[config.mk]
export PLATFORM = sky130hd
export DESIGN_NAME = interp_window_buffer
export DESIGN_NICKNAME = d
export VERILOG_FILES = /design/src/rtl/interp_window_buffer.sv
export SDC_FILE = /design/constraint.sdc
export NUM_CORES = 1
export LEC_CHECK = 0
export ABC_AREA = 1
export CAP_MARGIN = 10
export CORE_AREA = 5 5 399 401
export CTS_CLUSTER_DIAMETER = 30
export DETAILED_ROUTE_END_ITERATION = 6
export DIE_AREA = 0 0 404 406
export SYNTH_ARGS = -nofsm -noshare
export SYNTH_HDL_FRONTEND = slang
export SYNTH_SLANG_ARGS = --single-unit
[constraint.sdc]
create_clock -name clock -period 3.6 [get_ports clock]
set_clock_uncertainty 0.1 [all_clocks]
set_input_delay 0.54 -clock clock [delete_from_list [all_inputs] [get_ports clock]]
set_output_delay 0.54 -clock clock [all_outputs]
set_load 0.1 [all_outputs]
[src/rtl/interp_window_buffer.sv]
// ---------------------------------------------------------------------------
// interp_window_buffer
//   Sliding row-window buffer feeding the 8-tap sub-pixel filter array.
//   Accepts one row of ROW_PIX pixels per valid/ready handshake, keeps the
//   most recent DEPTH rows and presents them as one flat window (optionally
//   column-major). Each full window is presented exactly once; a new row only
//   slides in once the current window has been taken downstream.
//
// Ports
//   clock      in   rising-edge clock
//   reset_L    in   asynchronous active-low reset
//   clear      in   synchronous flush, wins over every handshake
//   in_valid   in   in_row carries a valid row
//   in_ready   out  a row is accepted this cycle when in_valid is high
//   in_row     in   pixel j at [j*PIX_W +: PIX_W]
//   win_valid  out  win holds a complete, not-yet-consumed window
//   win_ready  in   downstream takes the window this cycle
//   win        out  DEPTH rows of ROW_PIX pixels (row- or column-major)
//   fill_cnt   out  rows held, saturating at DEPTH
// ---------------------------------------------------------------------------
module interp_window_buffer #(
  parameter int PIX_W     = 8,
  parameter int ROW_PIX   = 8,
  parameter int DEPTH     = 15,
  parameter int TRANSPOSE = 1,
  localparam int ROW_W    = ROW_PIX * PIX_W,
  localparam int WIN_W    = DEPTH * ROW_W,
  localparam int CNT_W    = $clog2(DEPTH + 1)
) (
  input  logic             clock,
  input  logic             reset_L,
  input  logic             clear,
  input  logic             in_valid,
  output logic             in_ready,
  input  logic [ROW_W-1:0] in_row,
  output logic             win_valid,
  input  logic             win_ready,
  output logic [WIN_W-1:0] win,
  output logic [CNT_W-1:0] fill_cnt
);

  typedef enum logic [1:0] {
    ST_FILL  = 2'd0,
    ST_VALID = 2'd1,
    ST_USED  = 2'd2
  } state_t;

  state_t           state_q, state_d;
  logic [CNT_W-1:0] fill_cnt_q, fill_cnt_d;
  logic [ROW_W-1:0] rows_q    [DEPTH];
  logic [ROW_W-1:0] shift_src [DEPTH];

  logic accept;
  logic consume;

  // Handshakes never complete while a flush is requested.
  assign accept  = in_valid & in_ready & ~clear;
  assign consume = win_valid & win_ready & ~clear;

  // -------------------------------------------------------------------------
  // State register
  // -------------------------------------------------------------------------
  always_ff @(posedge clock or negedge reset_L) begin
    if (!reset_L) begin
      state_q    <= ST_FILL;
      fill_cnt_q <= '0;
    end else begin
      state_q    <= state_d;
      fill_cnt_q <= fill_cnt_d;
    end
  end

  // -------------------------------------------------------------------------
  // Next-state logic
  // -------------------------------------------------------------------------
  always_comb begin
    state_d    = state_q;
    fill_cnt_d = fill_cnt_q;
    if (clear) begin
      state_d    = ST_FILL;
      fill_cnt_d = '0;
    end else begin
      if (accept && (fill_cnt_q < CNT_W'(DEPTH)))
        fill_cnt_d = fill_cnt_q + 1'b1;
      unique case (state_q)
        ST_FILL: begin
          if (accept && (fill_cnt_q == CNT_W'(DEPTH - 1)))
            state_d = ST_VALID;
        end
        ST_VALID: begin
          // In VALID in_ready follows win_ready, so an accept always
          // coincides with a consume; a consume alone leaves the window used.
          if (consume && !accept)
            state_d = ST_USED;
        end
        ST_USED: begin
          if (accept)
            state_d = ST_VALID;
        end
        default: state_d = ST_FILL;
      endcase
    end
  end

  // -------------------------------------------------------------------------
  // Output logic
  // -------------------------------------------------------------------------
  always_comb begin
    win_valid = 1'b0;
    in_ready  = 1'b0;
    unique case (state_q)
      ST_FILL: begin
        in_ready = ~clear;
      end
      ST_VALID: begin
        win_valid = 1'b1;
        in_ready  = win_ready & ~clear;
      end
      ST_USED: begin
        in_ready = ~clear;
      end
      default: begin
        in_ready = 1'b0;
      end
    endcase
  end

  assign fill_cnt = fill_cnt_q;

  // -------------------------------------------------------------------------
  // Row shift register: row 0 is the oldest, the newest enters at DEPTH-1.
  // -------------------------------------------------------------------------
  generate
    for (genvar gi = 0; gi < DEPTH; gi++) begin : g_row
      if (gi == DEPTH - 1) begin : g_top
        assign shift_src[gi] = in_row;
      end else begin : g_mid
        assign shift_src[gi] = rows_q[gi+1];
      end

      always_ff @(posedge clock or negedge reset_L) begin
        if (!reset_L)
          rows_q[gi] <= '0;
        else if (clear)
          rows_q[gi] <= '0;
        else if (accept)
          rows_q[gi] <= shift_src[gi];
      end
    end
  endgenerate

  // -------------------------------------------------------------------------
  // Window decode: pure wiring from the row registers.
  // -------------------------------------------------------------------------
  generate
    for (genvar gi = 0; gi < DEPTH; gi++) begin : g_win_row
      for (genvar gj = 0; gj < ROW_PIX; gj++) begin : g_win_pix
        if (TRANSPOSE != 0) begin : g_col_major
          assign win[(gj*DEPTH + gi)*PIX_W +: PIX_W] = rows_q[gi][gj*PIX_W +: PIX_W];
        end else begin : g_row_major
          assign win[(gi*ROW_PIX + gj)*PIX_W +: PIX_W] = rows_q[gi][gj*PIX_W +: PIX_W];
        end
      end
    end
  endgenerate

endmodule

[After elaboration in Yosys (flattened, before gate mapping)]
Index checks and enable logic that the tools add are counted.
Operators by class
  $add $sub $neg: 1
  $mul: 0
  div/mod/pow operators: 0
  $lt $le $gt $ge: 1
  eq/ne operators: 6
  shift operators: 0
  multiplexer cells: 39
  bitwise gates (word level): 6
  reductions and logical operators: 9
Operators by type and width (number)
  $mux 64: 30
  $ne 3x3->1 const B: 3
  $mux 2: 4
  $mux 4: 2
  $pmux 2 s3: 1
  $and 1x1->1: 5
  $add 4x1->4 const B: 1
  $eq 4x4->1 const B: 1
  $lt 4x4->1 const B: 1
  $reduce_bool 2->1: 2
  $logic_and 1x1->1: 3
  $reduce_and 3->1: 1
  $eq 2x1->1 const B: 1
  $eq 2x2->1 const B: 1
  $logic_not 2->1: 1
  $pmux 1 s2: 1
  $reduce_or 2->1: 1
  $logic_not 1->1: 1
  $mux 1: 1
  $not 1->1: 1
Word-level totals
  register bits after elaboration: 966
  latch bits: 0
  memory bits (writable): 0
  memory bits (read-only): 0
  bits of input ports: 69
  output and inout bits: 966
  word-level logic and storage cells: 79
  memories: 0

[Logic depth before layout (Yosys ltp)]
Gate-level depths: netlist of the first run.
  word-level depth: 10
  depth in mapped cells: 9
  mapped depth without buffers: 8

[Least setup slack after synthesis of the first run]
Ideal clock, no wire load.
  path kind: input port to output port
  start: input port clear
  end: output port in_ready
  arrival: 1836 ps
  data required time: 2960 ps
  slack: 1124 ps
  stages on the path: 4
  buffers on the path: 1
  path through: nor2_2 -> inv_2 -> nand2_4 -> clkbuf_1
On the way
  cells in the longest elaborated chain, start to end: 3
RTL lines
  start: declaration: RTL line 32  | input logic clear,
  $not 1->1 *: RTL line 113, 117, 120
  $and 1x1->1: RTL line 117  | in_ready = win_ready & ~clear;
  $pmux 1 s2 *: RTL line 111  | unique case (state_q)
  end: declaration: RTL line 34  | output logic in_ready,
Every way passes the cells marked *; elsewhere a longest branch is shown, timed or not.

[Worst setup path after layout of the first run]
  start: register rows_q (netlist bit win[591])
  end: output port win[591]
RTL lines
  start: declaration: RTL line 50  | logic [ROW_W-1:0] rows_q [DEPTH];
  start signal: indexed assignment: RTL line 147  | rows_q[gi] <= shift_src[gi];
  end: declaration: RTL line 38  | output logic [WIN_W-1:0] win,
No word-level cell between the ends.

==> results.rst, run 1 <==
.. list-table::
   :header-rows: 1

   * - Metric
     - Value
   * - Final Hold Fails
     - 0
   * - Worst vdd ir
     - 0.478 mV
   * - Sequential area share after synthesis
     - 0.669
   * - Total power
     - 0.0365 W
   * - Ys async rst share
     - 1.00
   * - Final Cycle Share
     - 0.857
   * - Remaining global-route overflow
     - 0
   * - GP Congestion
     - 0.846
   * - Required time of the critical path
     - 2960 ps
   * - Pwr Density
     - 646 mW/mm²
   * - Die height
     - 406 µm
   * - Setup repair after global routing missed its margin
     - false
   * - Result of the run
     - complete, no violations
   * - Leak pwr
     - 23.7 nW
   * - Gr usage total
     - 0.176
   * - Fill cell total of the finished layout
     - 15,300
   * - Clock latency on the worst-skew pair
     - 810 ps
   * - Actual transition at the worst max-transition pin
     - 1100 ps
   * - Time the final worst path needs with I/O delays and setup
     - 3080 ps
   * - Root buffer selected by CTS
     - sky130_fd_sc_hd__clkbuf_16
   * - Final setup violation count
     - 0
   * - YS warnings
     - 0
   * - CP Max Fanout
     - 2
   * - Post-synthesis cell area
     - 0.0361 mm²
   * - Effective utilization at floorplan
     - 0.233
   * - Detailed-routing iteration count for the pre-antenna-repair pass
     - 7
   * - Max-Cap Viols
     - 0
   * - Cell with the largest stage delay on the worst path
     - sky130_fd_sc_hd__clkdlybuf4s50_1
   * - #FFs+latches synth
     - 966
   * - TritonCTS clock tree
     - done
   * - # rows
     - 145
   * - Critical path class
     - register to primary output
   * - Post-detailed-placement half-perimeter wirelength
     - 111,000 µm
   * - Ordered list of cells on the worst path
     - clkdlybuf4s50_1
   * - Top-level port count
     - 1,035
   * - Largest delay share family, worst path
     - buffers and inverters
   * - Final layout net count
     - 4,415
   * - Most used standard cells in the synthesized netlist
     - sky130_fd_sc_hd__dfrtp_1 (966), sky130_fd_sc_hd__inv_1 (902), sky130_fd_sc_hd__o22ai_1 (752)
   * - Headroom to the max-slew limit
     - 0.263
   * - Number of DRC violations after detailed-routing iteration 0
     - 1,840
   * - Initial antenna violation count
     - 4
   * - Category of the worst setup path capture point
     - primary output
   * - Max Clock Freq
     - 324 MHz
   * - Number of cells produced by synthesis
     - 3,222
   * - Maximum number of buffers from clock root to sink
     - 3
   * - Class of the most critical hold timing path
     - primary input to register
   * - Vias in the first global route
     - 31,000
   * - Cell area after layout
     - 0.0565 mm²
   * - Largest net degree at the start of global routing
     - 177
   * - Number of unique standard cell types used by synthesis
     - 23
   * - Core footprint
     - 0.155 mm²
   * - Number of DRC violations after detailed routing
     - 0
   * - Clock tree sinks
     - 966
   * - Worst flop-to-flop path startpoint
     - state_q[1]$_DFFE_PN0P_
   * - Post-Synthesis Net Count
     - 3,293
   * - Worst path buffer plus inverter count
     - 1
   * - Clock input transition at the sequential cells of the worst setup and hold paths
     - 50 ps
   * - Per-instance average area after synthesis
     - 11.2 µm²
   * - Die outline area
     - 0.164 mm²
   * - Post-synth EDFFs
     - 0
   * - Cell area after placement
     - 0.0484 mm²
   * - Maximum cell stage delay along the critical path
     - 1200 ps
   * - WL final
     - 150,000 µm
   * - Post-detailed-route via-to-cell ratio
     - 4.47
   * - Overall via count from detail_route
     - 29,400
   * - Antenna-violating nets left
     - 0
   * - Start point of the worst hold path
     - in_valid
   * - Most repeated cell in the gate-level netlist after synthesis
     - sky130_fd_sc_hd__dfrtp_1
   * - Portion of synthesized cell area occupied by the leading cell type
     - 0.669
   * - Critical path launch point
     - win[591]$_DFFE_PN0P_
   * - Count of buffers from port buffering
     - 1,034
   * - Syn-to-layout area delta
     - 56.4%
   * - Most used flip-flop cell after synthesis
     - sky130_fd_sc_hd__dfrtp_1
   * - Post-synthesis cell type with the largest combined area
     - sky130_fd_sc_hd__dfrtp_1
   * - Critical Path AT
     - 2440 ps
   * - Cells taking the most area after synthesis
     - sky130_fd_sc_hd__dfrtp_1 (67%), sky130_fd_sc_hd__o22ai_1 (13%), sky130_fd_sc_hd__inv_1 (9.4%)
   * - Setup TNS
     - 0 ps
   * - CP startpoint kind
     - register
   * - Cts bufs inserted
     - 221
   * - Level count of the clock H-tree
     - 4
   * - Share of final-layout standard cells stronger than drive strength 1
     - 0.159
   * - Final Max Slew Viols
     - 0
   * - Setup repair bufs after CTS
     - 0
   * - Wire length of the first global-routing pass
     - 213,000 µm
   * - Die X
     - 404 µm
   * - DR WL/cell
     - 22.8 µm
[registers in the layout (all words and copies together) (netlist names)]
name      count
state_q       2
fill_cnt      4
win         960
[worst reg2reg max path, delay by kind of cell (launching register included)]
kind                   cells  cell delay (ps)
AO/OA/AOI/OAI              1              220
buffers and inverters      1              520
AND/OR/NAND/NOR            5              860
flip-flops                 1              400
[cell usage in the layout, fill, tap and decap left out, drive strengths merged, types with 19 or more instances in the layout]
cell type	netlist	layout
clkinvlp	0	19
o21ai	128	128
nand3	135	135
bufinv	0	37
clkbuf	26	284
clkinv	0	60
buf	201	244
dfrtp	966	966
inv	904	915
o22ai	832	832
clkdlybuf4s50	0	881
[layer usage]
metal | vias to the layer above | GRT usage | part of all wire
met5 | - | 0 | 0
met4 | 0 | 0.0860 | 0.049
met3 | 307 | 0.0659 | 0.087
met2 | 1155 | 0.303 | 0.50
met1 | 14900 | 0.193 | 0.37
li1 | 13100 | - | -
[final timing paths]
path	end	slack [ps]	cells after the start
min reg2reg	win[602]$_DFFE_PN0P_	410	2
min in group asynchronous	fill_cnt[3]$_DFFE_PN0P_	190	2
min	win[356]$_DFFE_PN0P_	130	3
max in group asynchronous	win[514]$_DFFE_PN0P_	1990	3
max reg2reg	win[517]$_DFFE_PN0P_	1290	7
max	win[591]	520	1
[through the flow]
step	setup WS (ps)	cells	util	hold slack, ps
2_1_floorplan	1120	3222	-	144
3_3_place_gp	584	6178	0.311	396
3_5_place_dp	582	6178	0.311	400
4_1_cts	446	6590	0.364	56.4
5_1_grt	430	6592	0.364	108
6_report	516	6592	0.364	135
[power by group]
part	switching, W	internal [W]
Combinational	0.00305	0.000784
Sequential	0.000143	0.0111
Clock	0.00670	0.0147
[kinds of logic after synthesis]
group	after synthesis	share of synthesized area
AO/OA/AOI/OAI	961	0.176
XOR/XNOR	2	0.000485
adder cells (fa/ha/maj)	2	0.000693
buffers and inverters	1131	0.131
flip-flops	966	0.669
multiplexers	1	0.000277
AND/OR/NAND/NOR	159	0.0221
[timing repair]
| action | CTS | global route |
|---|---|---|
| hold endpoints to repair | 44 | 0 |
| hold buffers | 1 | 0 |
| resized for setup | 0 | 0 |
| setup endpoints to repair | 0 | 0 |
[area by class of cell]
type | count | area [µm²] | area share
clock inverters | 127 | 1950 | 0.0346
multi-input cells | 1125 | 7220 | 0.128
repair buffers | 1126 | 11000 | 0.195
flip-flops and latches | 966 | 24200 | 0.428
inverters | 904 | 3390 | 0.0601
well taps | 2058 | 2570 | 0.0456
diodes | 2 | 5.00 | 0.0000886
clock buffers | 284 | 6170 | 0.109
(Power assumes the default switching activity.)
==> run 2: changes to the inputs <==
--- a/config.mk
+++ b/config.mk
@@ -11,6 +11,7 @@
 export CTS_CLUSTER_DIAMETER = 30
 export DETAILED_ROUTE_END_ITERATION = 6
 export DIE_AREA = 0 0 404 406
+export SLEW_MARGIN = 10
 export SYNTH_ARGS = -nofsm -noshare
 export SYNTH_HDL_FRONTEND = slang
 export SYNTH_SLANG_ARGS = --single-unit
==> results of run 2 <==
Same layout as run 1: the final DEF is identical, and so are final timing and power.
==> run 3: changes to the inputs <==
--- a/config.mk
+++ b/config.mk
@@ -11,7 +11,7 @@
 export CTS_CLUSTER_DIAMETER = 30
 export DETAILED_ROUTE_END_ITERATION = 6
 export DIE_AREA = 0 0 404 406
-export SLEW_MARGIN = 10
+export SLEW_MARGIN = 0
 export SYNTH_ARGS = -nofsm -noshare
 export SYNTH_HDL_FRONTEND = slang
 export SYNTH_SLANG_ARGS = --single-unit
==> results of run 3 <==
Same layout as run 1: the final DEF is identical, and so are final timing and power.
